===== config.mk =====
export PLATFORM = sky130hd
export DESIGN_NAME = lsu_rmw_flat
export DESIGN_NICKNAME = d
export VERILOG_FILES = /design/src/rtl/lsu_rmw_if.sv /design/src/rtl/lsu_rmw.sv /design/src/flat_wrapper.sv
export SDC_FILE = /design/constraint.sdc
export NUM_CORES = 1
export LEC_CHECK = 0
export CAP_MARGIN = 15
export CORE_MARGIN = 1.5
export CORE_UTILIZATION = 30
export CTS_BUF_LIST = sky130_fd_sc_hd__clkbuf_4 sky130_fd_sc_hd__clkbuf_8 sky130_fd_sc_hd__clkbuf_16
export CTS_CLUSTER_SIZE = 10
export DETAILED_ROUTE_END_ITERATION = 16
export HOLD_SLACK_MARGIN = 0.08
export SLEW_MARGIN = 20
export SYNTH_ARGS = -nofsm -noshare
export SYNTH_HDL_FRONTEND = slang
export SYNTH_SLANG_ARGS = --single-unit
export TNS_END_PERCENT = 10

===== constraint.sdc =====
create_clock -name clk_i -period 4.2 [get_ports clk_i]
set_input_delay 0.42 -clock clk_i [delete_from_list [all_inputs] [get_ports clk_i]]
set_output_delay 0.42 -clock clk_i [all_outputs]
set_load 0.05 [all_outputs]

===== src/rtl/lsu_rmw_if.sv =====
// MEM-stage request/response and word-RAM data port of the load/store unit.
// slave = lsu_rmw side, master = MEM stage plus RAM.
`ifndef XLEN
`define XLEN 32
`endif

interface lsu_rmw_if #(
  parameter int XLEN = `XLEN
) ();
  logic            req_i;
  logic            we_i;
  logic [1:0]      size_i;
  logic            unsigned_i;
  logic [XLEN-1:0] addr_i;
  logic [XLEN-1:0] wdata_i;
  logic            ready_o;
  logic            valid_o;
  logic            err_o;
  logic [XLEN-1:0] rdata_o;
  logic            ram_req_o;
  logic            ram_we_o;
  logic [XLEN-1:0] ram_addr_o;
  logic [XLEN-1:0] ram_data_o;
  logic [XLEN-1:0] ram_data_i;

  modport slave (
    input  req_i, we_i, size_i, unsigned_i, addr_i, wdata_i, ram_data_i,
    output ready_o, valid_o, err_o, rdata_o,
    output ram_req_o, ram_we_o, ram_addr_o, ram_data_o
  );

  modport master (
    output req_i, we_i, size_i, unsigned_i, addr_i, wdata_i, ram_data_i,
    input  ready_o, valid_o, err_o, rdata_o,
    input  ram_req_o, ram_we_o, ram_addr_o, ram_data_o
  );
endinterface


===== src/rtl/lsu_rmw.sv =====
// Byte/half/word load-store unit over a big-endian word RAM; latency load 2, word store 2, sub-word store 3, error 1.
// One access in flight: ready_o low while busy, req_i ignored. LSU_RANGE_CHECK_EN rejects addresses above RAM_ADDR_WIDTH.
`ifndef XLEN
`define XLEN 32
`endif

module lsu_rmw #(
  parameter int RAM_ADDR_WIDTH = 20,
  parameter int XLEN           = `XLEN
) (
  input  logic     clk_i,
  input  logic     rst_ni,
  lsu_rmw_if.slave bus
);

  localparam logic [1:0] IDLE = 2'd0;
  localparam logic [1:0] RD   = 2'd1;
  localparam logic [1:0] WR   = 2'd2;
  localparam logic [1:0] RESP = 2'd3;

  typedef struct packed {
    logic            we;
    logic [1:0]      size;
    logic            uns;
    logic            err;
    logic [XLEN-1:0] addr;
    logic [XLEN-1:0] wdata;
  } req_t;

  logic [1:0]      state_q;
  req_t            req_q;
  logic [XLEN-1:0] word_q;
  logic [XLEN-1:0] rdata_q;

  logic            range_err;
  logic            acc_err;
  logic [7:0]      lane8;
  logic [15:0]     lane16;
  logic [XLEN-1:0] load_ext;
  logic [XLEN-1:0] merged;

`ifdef LSU_RANGE_CHECK_EN
  assign range_err = |bus.addr_i[XLEN-1:RAM_ADDR_WIDTH];
`else
  logic unused_range_bits;
  assign unused_range_bits = |bus.addr_i[XLEN-1:RAM_ADDR_WIDTH];
  assign range_err         = 1'b0;
`endif

  assign acc_err = (bus.size_i == 2'b11)
                 | ((bus.size_i == 2'b01) & bus.addr_i[0])
                 | ((bus.size_i == 2'b10) & (|bus.addr_i[1:0]))
                 | range_err;

  // Lane extraction uses the live RAM word so rdata lands on the same edge as word_q.
  always_comb begin
    lane8 = 8'h00;
    case (req_q.addr[1:0])
      2'd0: lane8 = bus.ram_data_i[31:24];
      2'd1: lane8 = bus.ram_data_i[23:16];
      2'd2: lane8 = bus.ram_data_i[15:8];
      2'd3: lane8 = bus.ram_data_i[7:0];
      default: lane8 = 8'h00;
    endcase
    lane16 = req_q.addr[1] ? bus.ram_data_i[15:0] : bus.ram_data_i[31:16];
    case (req_q.size)
      2'b00:   load_ext = {{24{~req_q.uns & lane8[7]}}, lane8};
      2'b01:   load_ext = {{16{~req_q.uns & lane16[15]}}, lane16};
      default: load_ext = bus.ram_data_i;
    endcase
  end

  always_comb begin
    merged = req_q.wdata;
    if (req_q.size == 2'b00) begin
      case (req_q.addr[1:0])
        2'd0: merged = {req_q.wdata[7:0], word_q[23:0]};
        2'd1: merged = {word_q[31:24], req_q.wdata[7:0], word_q[15:0]};
        2'd2: merged = {word_q[31:16], req_q.wdata[7:0], word_q[7:0]};
        2'd3: merged = {word_q[31:8], req_q.wdata[7:0]};
        default: merged = req_q.wdata;
      endcase
    end else if (req_q.size == 2'b01) begin
      merged = req_q.addr[1] ? {word_q[31:16], req_q.wdata[15:0]}
                             : {req_q.wdata[15:0], word_q[15:0]};
    end
  end

  always_ff @(posedge clk_i or negedge rst_ni) begin
    if (!rst_ni) begin
      state_q <= IDLE;
      req_q   <= '0;
      word_q  <= '0;
      rdata_q <= '0;
    end else begin
      case (state_q)
        IDLE: begin
          if (bus.req_i) begin
            req_q <= '{we: bus.we_i, size: bus.size_i, uns: bus.unsigned_i,
                       err: acc_err, addr: bus.addr_i, wdata: bus.wdata_i};
            if (acc_err)
              state_q <= RESP;
            else if (bus.we_i && (bus.size_i == 2'b10))
              state_q <= WR;
            else
              state_q <= RD;
          end
        end
        RD: begin
          word_q <= bus.ram_data_i;
          if (req_q.we) begin
            state_q <= WR;
          end else begin
            rdata_q <= load_ext;
            state_q <= RESP;
          end
        end
        WR:      state_q <= RESP;
        default: state_q <= IDLE;
      endcase
    end
  end

  // All outputs decode from state so an async reset drops ram_we_o immediately.
  assign bus.ready_o    = (state_q == IDLE);
  assign bus.valid_o    = (state_q == RESP);
  assign bus.err_o      = (state_q == RESP) & req_q.err;
  assign bus.rdata_o    = rdata_q;
  assign bus.ram_req_o  = (state_q == RD) | (state_q == WR);
  assign bus.ram_we_o   = (state_q == WR);
  assign bus.ram_addr_o = bus.ram_req_o ? {req_q.addr[XLEN-1:2], 2'b00} : '0;
  assign bus.ram_data_o = (state_q == WR) ? merged : '0;

endmodule


===== src/flat_wrapper.sv =====
// flat-port wrapper written by rule: the top's interface ports become plain ports
module lsu_rmw_flat 
#(
  parameter int RAM_ADDR_WIDTH = 20,
  parameter int XLEN           = `XLEN
)
  (clk_i, rst_ni, bus_req_i, bus_we_i, bus_size_i, bus_unsigned_i, bus_addr_i, bus_wdata_i, bus_ram_data_i, bus_ready_o, bus_valid_o, bus_err_o, bus_rdata_o, bus_ram_req_o, bus_ram_we_o, bus_ram_addr_o, bus_ram_data_o);
  lsu_rmw_if #(.XLEN(XLEN)) bus_i ();
  input  logic clk_i;
  input  logic rst_ni;
  input wire logic [$bits(bus_i.req_i)-1:0] bus_req_i;
  input wire logic [$bits(bus_i.we_i)-1:0] bus_we_i;
  input wire logic [$bits(bus_i.size_i)-1:0] bus_size_i;
  input wire logic [$bits(bus_i.unsigned_i)-1:0] bus_unsigned_i;
  input wire logic [$bits(bus_i.addr_i)-1:0] bus_addr_i;
  input wire logic [$bits(bus_i.wdata_i)-1:0] bus_wdata_i;
  input wire logic [$bits(bus_i.ram_data_i)-1:0] bus_ram_data_i;
  output wire logic [$bits(bus_i.ready_o)-1:0] bus_ready_o;
  output wire logic [$bits(bus_i.valid_o)-1:0] bus_valid_o;
  output wire logic [$bits(bus_i.err_o)-1:0] bus_err_o;
  output wire logic [$bits(bus_i.rdata_o)-1:0] bus_rdata_o;
  output wire logic [$bits(bus_i.ram_req_o)-1:0] bus_ram_req_o;
  output wire logic [$bits(bus_i.ram_we_o)-1:0] bus_ram_we_o;
  output wire logic [$bits(bus_i.ram_addr_o)-1:0] bus_ram_addr_o;
  output wire logic [$bits(bus_i.ram_data_o)-1:0] bus_ram_data_o;
  assign bus_i.req_i = bus_req_i;
  assign bus_i.we_i = bus_we_i;
  assign bus_i.size_i = bus_size_i;
  assign bus_i.unsigned_i = bus_unsigned_i;
  assign bus_i.addr_i = bus_addr_i;
  assign bus_i.wdata_i = bus_wdata_i;
  assign bus_i.ram_data_i = bus_ram_data_i;
  assign bus_ready_o = bus_i.ready_o;
  assign bus_valid_o = bus_i.valid_o;
  assign bus_err_o = bus_i.err_o;
  assign bus_rdata_o = bus_i.rdata_o;
  assign bus_ram_req_o = bus_i.ram_req_o;
  assign bus_ram_we_o = bus_i.ram_we_o;
  assign bus_ram_addr_o = bus_i.ram_addr_o;
  assign bus_ram_data_o = bus_i.ram_data_o;
  lsu_rmw #(.RAM_ADDR_WIDTH(RAM_ADDR_WIDTH), .XLEN(XLEN)) u_core (.clk_i(clk_i), .rst_ni(rst_ni), .bus(bus_i));
endmodule

==> results of run 1 <==
per-stage QoR:
stage,util (%),std cells,hold slack (ns),setup WS (ns)
2_1_floorplan,-,641,0.124,1.27
3_3_place_gp,40.1,1122,0.462,0.982
3_5_place_dp,40.1,1122,0.474,0.940
4_1_cts,42.6,1154,0.202,0.476
5_1_grt,42.6,1154,0.200,0.296
6_report,42.6,1154,0.131,0.494
cell families (layout without fill, tap and decap cells):
| logic type | after synthesis | count (layout) | share of synthesized area, % |
|---|---|---|---|
| AND/OR/NAND/NOR | 156 | 156 | 10.6 |
| multiplexers | 145 | 145 | 22.5 |
| AO/OA/AOI/OAI | 144 | 144 | 14.9 |
| flip-flops | 135 | 135 | 47.4 |
| buffers and inverters | 55 | 249 | 3.76 |
| adder cells (fa/ha/maj) | 4 | 4 | 0.703 |
| other | 1 | 2 | 0.0527 |
worst register-to-register path: cells and delay by family (launching register included):
kind	cells	cell delay, ns
compound gates	2	1.07
flops	1	0.95
mux	1	0.40
buf+inv	1	0.39
placed cells by master (no fill, tap or decap), types with 9 or more instances in the layout:
cell and instances:
clkdlybuf4s50_1 200, dfrtp_1 134, mux2_2 120, nand2_1 73, a21oi_1 42, and2_1 32, o21ai_0 29, mux2i_1 24
nor2_1 19, clkbuf_16 17, buf_4 11, o221ai_1 10, a211oi_2 9
worst max-delay path by stage:
stage	start	endpoint	slack, ns
6_report	u_core.req_q[33]$_DFFE_PN0P_	bus_ram_data_o[9]	0.49
3_5_place_dp	u_core.req_q[33]$_DFFE_PN0P_	bus_ram_data_o[10]	0.94
2_1_floorplan	u_core.state_q[0]$_DFFE_PN0P_	bus_ram_data_o[31]	1.27
4_1_cts	u_core.req_q[33]$_DFFE_PN0P_	bus_ram_data_o[9]	0.48
3_3_place_gp	u_core.req_q[33]$_DFFE_PN0P_	bus_ram_data_o[9]	0.98
5_1_grt	u_core.req_q[33]$_DFFE_PN0P_	bus_ram_data_o[10]	0.30
synthesized netlist by cell type (all sizes together) (2+ instances only):
cell type,count
a31oi,6
buf,24
a222oi,4
mux2i,25
clkbuf,26
or3,6
o31ai,3
a211oi,14
nand2b,3
o22ai,2
ha,4
nor3,2
nor2b,9
nand2,74
a22oi,2
o211a,8
and2,33
nor2,21
dfrtp,135
mux2,120
or3b,5
inv,5
a221oi,9
a21boi,8
o21ai,29
a21oi,44
o221ai,10
cell type report:
class	instances	area [µm²]	area share [%]
Tap cell	319	399	4.00
Multi-Input combinational cell	451	3490	35.0
Inverter	5	18.8	0.188
Clock inverter	8	96.3	0.966
Timing Repair Buffer	212	2100	21.0
Clock buffer	24	497	4.98
Sequential cell	135	3380	33.9
state kept, by name (all words and copies together) (netlist names):
register	flops
u_core.state_q	2
u_core.req_q	69
u_core.bus.rdata_o	32
u_core.word_q	32
routing by layer:
metal / vias up / GRT usage (%) / routed length (µm)
met4: 0 / 5.88 / 424
met2: 218 / 27.8 / 9970
li1: 2674 / - / -
met1: 2754 / 24.0 / 9650
met3: 24 / 6.06 / 1760
met5: - / 0 / 0
==> impl_metrics.env, run 1 <==
export IMPL_cts_made_buffers=17
export IMPL_clk_path_buf_depth=2
export IMPL_regToRegStartpoint="u_core.req_q[33]$_DFFE_PN0P_"
export IMPL_crit_family="flip-flops"
export IMPL_first_global_vias=5526
export IMPL_htree_levels=4
export IMPL_dpl_cell_area_mm2=0.00938
export IMPL_wire_per_inst_um=18.9
export IMPL_via_per_inst=4.91
export IMPL_cts_tree="built"
export IMPL_cp_data_arrival_time_ns=3.29
export IMPL_rsz0062_at_grt="false"
export IMPL_initial_core_util_pct=30.4
export IMPL_route_vias_total=5670
export IMPL_rr_endpoint="u_core.bus.rdata_o[23]$_DFFE_PN0P_"
export IMPL_cp_depth=5
export IMPL_io_buffers=201
export IMPL_cp_required_ns=3.78
export IMPL_setup_viol=0
export IMPL_cts_resized=0
export IMPL_ys_top_cells_by_area="dfrtp_1 47%, mux2_2 19%, nand2_1 3.9%"
export IMPL_startpoint_type="flip-flop"
export IMPL_synth_warnings=0
export IMPL_syn_area_mm2=0.00712
export IMPL_core_area_mm2=0.0234
export IMPL_synth_edf_count=0
export IMPL_fmaxAchievable_mhz=270
export IMPL_row_count=56
export IMPL_path_clk_slew_ns=0.06
export IMPL_cp_slowest_cell="dfrtp_1"
export IMPL_r2r_slack_ns=1.20
export IMPL_hpwl_mm=15.5
export IMPL_r2r_cells=4
export IMPL_clock_sinks=135
export IMPL_grt_pass1_wl_mm=33.3
export IMPL_antenna_found_initial=1
export IMPL_ctsRootBufferMaster="clkbuf_16"
export IMPL_die_height_um=157
export IMPL_cts_hold_buf=0
export IMPL_synthCells=640
export IMPL_crit_buf_inv=1
export IMPL_drtIter0Drc=249
export IMPL_dieWidth_um=157
export IMPL_period_minus_slack_ns=3.71
export IMPL_ys_flop_type="dfrtp_1"
export IMPL_dieArea_mm2=0.0247
export IMPL_ys_ff_latch=135
export IMPL_area_delta_synth_final_pct=40.1
export IMPL_fin_setup_tns_ns=0
export IMPL_critPathKind="reg -> out"
export IMPL_synthDistinctLibCells=47
export IMPL_drc=0
export IMPL_place_congestion=0.813
export IMPL_status="completed"
export IMPL_cpPeakStageDelay_ns=0.95
export IMPL_ys_async_sr_fraction_pct=100
export IMPL_cts_setup_buffers=0
export IMPL_seq_area_frac_synth_pct=47.4
export IMPL_maxSlewHeadroom_pct=32.3
export IMPL_layout_drive_gt1_share_pct=23.1
export IMPL_crit_chain="nand2b_2, mux2_2, a222oi_1, nor2b_1, clkdlybuf4s50_1"
export IMPL_layout_nets=929
export IMPL_worst_pin_slew_ns=1.02
export IMPL_ant_nets=0
export IMPL_drv_slew=0
export IMPL_yosysTopAreaCell="dfrtp_1"
export IMPL_critPathCaptureType="primary output"
export IMPL_first_pass_iters=7
export IMPL_min_path_type="in -> async"
export IMPL_hold_violations=0
export IMPL_grt_max_degree=110
export IMPL_drv_cap=0
export IMPL_fillers=2319
export IMPL_finalCritPeriodShare_pct=88.2
export IMPL_clock_latency_ns=0.42
export IMPL_io_pins=204
export IMPL_synth_top_cell_area_share_pct=47.4
export IMPL_num_antenna_cells=0
export IMPL_skew_ns=0.00729
export IMPL_fin_area_mm2=0.00998
export IMPL_grtUsageTotal_pct=18.1
export IMPL_gr_total_overflow=0
export IMPL_finalWirelength_mm=21.8
export IMPL_cp_max_fo=23
export IMPL_synth_area_per_cell_um2=11.1
Power of run 1 is left out: the tool's default activity adds up to more than one toggle a clock period on the data nets, which glitch-free logic cannot reach.
==> inputs of run 2 (changes only) <==
CORE_UTILIZATION = 52   (was 30)
CTS_CLUSTER_DIAMETER = 30   (was unset)
PLACE_DENSITY = 0.86   (was unset)
==> run 2 against run 1 <==
  * Clock-buffer cell count decreased by 1
  * Sequential share of layout area increased by 0.67 points
  * Global-route usage increased by 11 points
  * First-iteration DRC count increased by 98%
==> impl_metrics.env, run 2 (synthesized netlist as in run 1, its figures left out) <==
export IMPL_top_layer_used="met4"
export IMPL_fin_setup_tns_ns=0
export IMPL_cp_data_arrival_time_ns=3.40
export IMPL_cts_made_buffers=17
export IMPL_io_buffers=201
export IMPL_num_antenna_cells=0
export IMPL_r2r_slack_ns=1.22
export IMPL_initial_core_util_pct=53.6
export IMPL_regToRegStartpoint="u_core.state_q[1]$_DFFE_PN0P_"
export IMPL_status="completed"
export IMPL_core_area_mm2=0.0133
export IMPL_max_flop_register="u_core.req_q"
export IMPL_finalCritPeriodShare_pct=90.9
export IMPL_cts_setup_buffers=0
export IMPL_seqCellArea_mm2=0.00338
export IMPL_place_inst=979
export IMPL_hold_violations=0
export IMPL_cts_resized=0
export IMPL_r2r_cells=6
export IMPL_skew_ns=0.00617
export IMPL_cts_hold_buf=0
export IMPL_row_count=42
export IMPL_cts_tree="built"
export IMPL_die_height_um=120
export IMPL_period_minus_slack_ns=3.82
export IMPL_path_clk_slew_ns=0.05
export IMPL_drv_cap=0
export IMPL_fillers=915
export IMPL_worst_pin_slew_ns=0.989
export IMPL_cp_slowest_cell="dfrtp_1"
export IMPL_crit_buf_inv=2
export IMPL_drc=0
export IMPL_dr_wl_met2_mm=9.68
export IMPL_ant_nets=0
export IMPL_layout_common_cells="200 x clkdlybuf4s50_1, 134 x dfrtp_1, 120 x mux2_2, 73 x nand2_1, 42 x a21oi_1"
export IMPL_htree_levels=4
export IMPL_clock_latency_ns=0.42
export IMPL_met1_length_mm=8.19
export IMPL_cpPeakStageDelay_ns=0.93
export IMPL_clock_sinks=135
export IMPL_area_delta_synth_final_pct=37.4
export IMPL_wire_per_inst_um=20.4
export IMPL_route_vias_total=5988
export IMPL_drtIter0Drc=492
export IMPL_finalWirelength_mm=20.6
export IMPL_cp_required_ns=3.78
export IMPL_first_global_vias=6001
export IMPL_fmaxAchievable_mhz=262
export IMPL_critPathCaptureType="primary output"
export IMPL_multi_input_area_mm2=0.00348
export IMPL_min_path_type="in -> async"
export IMPL_critPathKind="reg -> out"
export IMPL_grt_max_degree=110
export IMPL_grt_pass1_wl_mm=32.3
export IMPL_rr_endpoint="u_core.bus.rdata_o[23]$_DFFE_PN0P_"
export IMPL_largest_reg_flops=69
export IMPL_startpoint_type="flip-flop"
export IMPL_maxSlewHeadroom_pct=34.1
export IMPL_rsz0062_at_grt="false"
export IMPL_place_congestion=0.881
export IMPL_antenna_found_initial=0
export IMPL_crit_start="u_core.req_q[33]$_DFFE_PN0P_"
export IMPL_layout_commonest_cell="clkdlybuf4s50_1"
export IMPL_io_pins=204
export IMPL_cp_max_fo=21
export IMPL_layout_drive_gt1_share_pct=23.0
export IMPL_cp_depth=6
export IMPL_grtUsageTotal_pct=29.3
export IMPL_via_per_inst=5.93
export IMPL_dieWidth_um=120
export IMPL_met3_wirelength_mm=2.13
export IMPL_critPathCapture="bus_ram_data_o[4]"
export IMPL_setup_viol=0
export IMPL_drv_slew=0
export IMPL_dieArea_mm2=0.0144
export IMPL_ctsRootBufferMaster="clkbuf_16"
export IMPL_crit_family="buffers and inverters"
export IMPL_layout_nets=929
export IMPL_first_pass_iters=8
export IMPL_gr_total_overflow=0
export IMPL_crit_chain="buf_4, nor2_1, nand2_1, o221ai_1, a31oi_1, clkdlybuf4s50_1"
export IMPL_fin_cells=1010
export IMPL_hpwl_mm=14.9
export IMPL_clk_path_buf_depth=2
[run 2: changes by cell type in the layout (fill, tap and decap cells not counted)]
cell | before | now
nand2_2 | 0 | 1
clkinv_4 | 1 | 0
buf_6 | 0 | 1
clkinvlp_4 | 1 | 3
clkinv_2 | 4 | 3
clkbuf_8 | 4 | 3
nand2_4 | 1 | 0
clkbuf_4 | 4 | 3
[run 2: layout make-up]
| class | count | area share (%) |
|---|---|---|
| clock buffers | 23 | 5.00 |
| repair buffers | 212 | 21.4 |
| clock inverters | 8 | 0.997 |
| multi-input cells | 451 | 35.6 |
| flip-flops and latches | 135 | 34.5 |
| well taps | 176 | 2.25 |
| inverters | 5 | 0.192 |
[run 2: worst min-delay path by stage]
| stage | startpoint | to | slack, ns | depth (start not counted) |
|---|---|---|---|---|
| final | rst_ni | u_core.bus.rdata_o[21]$_DFFE_PN0P_ | 0.12 | 1 |
| after global placement | u_core.req_q[64]$_DFFE_PN0P_ | u_core.req_q[64]$_DFFE_PN0P_ | 0.47 | 2 |
| after floorplan | rst_ni | u_core.bus.rdata_o[0]$_DFFE_PN0P_ | 0.12 | 0 |
| after detailed placement | u_core.bus.rdata_o[3]$_DFFE_PN0P_ | u_core.bus.rdata_o[3]$_DFFE_PN0P_ | 0.48 | 2 |
| after CTS | rst_ni | u_core.bus.rdata_o[16]$_DFFE_PN0P_ | 0.18 | 1 |
| after global routing | rst_ni | u_core.bus.rdata_o[19]$_DFFE_PN0P_ | 0.21 | 1 |
[run 2: worst reg2reg max path, stage by stage (launching register included)]
cell	delay [ns]
dfrtp_1	0.40
inv_1	0.10
ha_1	0.15
buf_4	0.40
nand2b_1	0.58
a221oi_4	0.93
a221oi_1	0.22
[run 2: metrics by stage]
step	hold WS [ns]	worst slack (ns)	area (µm²)	utilization, %
after global routing	0.209	0.288	9780	73.6
after global placement	0.473	1.02	9200	69.2
after detailed placement	0.480	0.943	9200	69.2
after CTS	0.177	0.476	9780	73.6
after floorplan	0.124	1.27	7120	-
final	0.118	0.384	9780	73.6
[run 2: metal layers]
metal	global-route usage [%]	up-vias
li1	-	2658
met1	38.4	2942
met2	45.1	344
met3	9.22	44
met4	11.9	0
met5	0	-
Power of run 2 is left out for the same reason.
==> inputs of run 3 (changes only) <==
--- a/config.mk
+++ b/config.mk
@@ -9,3 +9,3 @@
 export CORE_MARGIN = 1.5
-export CORE_UTILIZATION = 52
+export CORE_UTILIZATION = 40
 export CTS_BUF_LIST = sky130_fd_sc_hd__clkbuf_4 sky130_fd_sc_hd__clkbuf_8 sky130_fd_sc_hd__clkbuf_16
@@ -15,3 +15,3 @@
 export HOLD_SLACK_MARGIN = 0.08
-export PLACE_DENSITY = 0.86
+export PLACE_DENSITY = 0.69
 export SLEW_MARGIN = 20
==> constraint.sdc (replaced) <==
create_clock -name clk_i -period 4.2 [get_ports clk_i]
set_input_delay 0.63 -clock clk_i [delete_from_list [all_inputs] [get_ports clk_i]]
set_output_delay 0.63 -clock clk_i [all_outputs]
set_load 0.05 [all_outputs]
==> run 3 against run 2 <==
  * Cell area rose by 1.2%
  * Global-route usage decreased by 5.9 points
  * Non-clock buffer count increased by 3
  * Worst setup slack worse by 0.0076 ns
  * Highest routed layer unchanged
  * Sequential share of layout area decreased by 0.40 points
  * First-iteration DRC count shrank 23%
  * Via count down 1.6%
  * Core utilization decreased by 17 points
  * Clock skew about the same
==> impl_metrics.env, run 3 (synthesized netlist as in run 1, its figures left out) <==
export IMPL_hold_violations=0
export IMPL_row_count=48
export IMPL_hpwl_mm=15.4
export IMPL_num_antenna_cells=0
export IMPL_cp_max_fo=20
export IMPL_worst_pin_slew_ns=0.974
export IMPL_cts_hold_buf=0
export IMPL_maxSlewHeadroom_pct=34.9
export IMPL_startpoint_type="flip-flop"
export IMPL_r2r_slack_ns=1.21
export IMPL_fin_ws_ns=0.376
export IMPL_critPathCaptureType="primary output"
export IMPL_drv_cap=0
export IMPL_grtUsageTotal_pct=23.4
export IMPL_regToRegStartpoint="u_core.req_q[33]$_DFFE_PN0P_"
export IMPL_cp_required_ns=3.57
export IMPL_area_delta_synth_final_pct=39.0
export IMPL_cp_data_arrival_time_ns=3.19
export IMPL_finalCritPeriodShare_pct=91.0
export IMPL_antenna_found_initial=0
export IMPL_finalWirelength_mm=21.0
export IMPL_skew_ns=0.00653
export IMPL_max_flop_register="u_core.req_q"
export IMPL_clock_sinks=135
export IMPL_cts_setup_buffers=0
export IMPL_critPathCapture="bus_ram_data_o[9]"
export IMPL_io_buffers=201
export IMPL_drtIter0Drc=378
export IMPL_dieArea_mm2=0.0186
export IMPL_crit_start="u_core.req_q[33]$_DFFE_PN0P_"
export IMPL_clk_path_buf_depth=2
export IMPL_place_congestion=0.908
export IMPL_wire_per_inst_um=19.7
export IMPL_route_vias_total=5893
export IMPL_core_area_mm2=0.0174
export IMPL_status="completed"
export IMPL_dieWidth_um=136
export IMPL_gr_total_overflow=0
export IMPL_via_per_inst=5.54
export IMPL_rr_endpoint="u_core.bus.rdata_o[23]$_DFFE_PN0P_"
export IMPL_die_height_um=136
export IMPL_layout_commonest_cell="clkdlybuf4s50_1"
export IMPL_dp_slack_ns=0.833
export IMPL_first_global_vias=5950
export IMPL_layout_drive_gt1_share_pct=23.4
export IMPL_largest_reg_flops=69
export IMPL_critPathKind="reg -> out"
export IMPL_fillers=1416
export IMPL_htree_levels=4
export IMPL_r2r_cells=5
export IMPL_period_minus_slack_ns=3.82
export IMPL_drv_slew=0
export IMPL_fin_setup_tns_ns=0
export IMPL_setup_viol=0
export IMPL_cts_tree="built"
export IMPL_initial_core_util_pct=41.0
export IMPL_grt_max_degree=63
export IMPL_ctsRootBufferMaster="clkbuf_16"
export IMPL_ant_nets=0
export IMPL_postLayoutCoreUtil_pct=57.0
export IMPL_rsz0062_at_grt="false"
export IMPL_cts_resized=0
export IMPL_drc=0
export IMPL_grt_pass1_wl_mm=33.0
export IMPL_clock_latency_ns=0.42
export IMPL_fmaxAchievable_mhz=262
export IMPL_path_clk_slew_ns=0.05
export IMPL_layout_nets=932
export IMPL_io_pins=204
export IMPL_layout_common_cells="200 x clkdlybuf4s50_1, 134 x dfrtp_1, 120 x mux2_2, 73 x nand2_1, 42 x a21oi_1"
export IMPL_cts_made_buffers=17
export IMPL_min_path_type="in -> async"
export IMPL_first_pass_iters=5
## run 3: cell types whose count changed in the layout (fill, tap and decap cells not counted)
| cell | delta |
|---|---|
| bufinv_16 | +1 |
| clkinvlp_4 | -1 |
| buf_4 | +3 |
| clkbuf_4 | +1 |
## run 3: stage by stage
stage                     hold WS [ns]  cell area (µm²)  cells
final                            0.186             9900   1063
after global routing             0.221             9900   1063
after CTS                        0.199             9900   1063
after detailed placement         0.473             9280   1031
after global placement           0.461             9280   1031
after floorplan                  0.334             7120    641
## run 3: final cells by class
type / instances / area (µm²) / area share (%)
multi-input cells: 451 / 3480 / 35.2
flip-flops and latches: 135 / 3380 / 34.1
repair buffers: 215 / 2120 / 21.4
clock buffers: 24 / 497 / 5.02
well taps: 225 / 282 / 2.84
clock inverters: 8 / 120 / 1.21
inverters: 5 / 18.8 / 0.190
## run 3: worst min path at each step
stage,from,to,slack [ns]
3_5_place_dp,u_core.bus.rdata_o[4]$_DFFE_PN0P_,u_core.bus.rdata_o[4]$_DFFE_PN0P_,0.47
6_report,rst_ni,u_core.bus.rdata_o[17]$_DFFE_PN0P_,0.19
2_1_floorplan,rst_ni,u_core.bus.rdata_o[0]$_DFFE_PN0P_,0.33
4_1_cts,rst_ni,u_core.word_q[20]$_DFFE_PN0N_,0.20
3_3_place_gp,u_core.req_q[64]$_DFFE_PN0P_,u_core.req_q[64]$_DFFE_PN0P_,0.46
5_1_grt,rst_ni,u_core.bus.rdata_o[17]$_DFFE_PN0P_,0.22
## run 3: routing by layer
metal  wire [µm]  GRT usage (%)  vias to the layer above  share of wire, %
met3        1860           6.41                       42               8.8
met2        9530           36.8                      301                45
met4         517           8.87                        0               2.5
li1            -              -                     2684                 -
met5           0              0                        -                 0
met1        9080           30.8                     2866                43
## run 3: critical path, cell delays in order, from the launching register on
cell	delay (ns)
dfrtp_1	0.88
nand2b_2	0.37
mux2_2	0.36
a222oi_1	0.31
nor2b_1	0.14
clkdlybuf4s50_1	0.72
Power of run 3 is left out for the same reason.
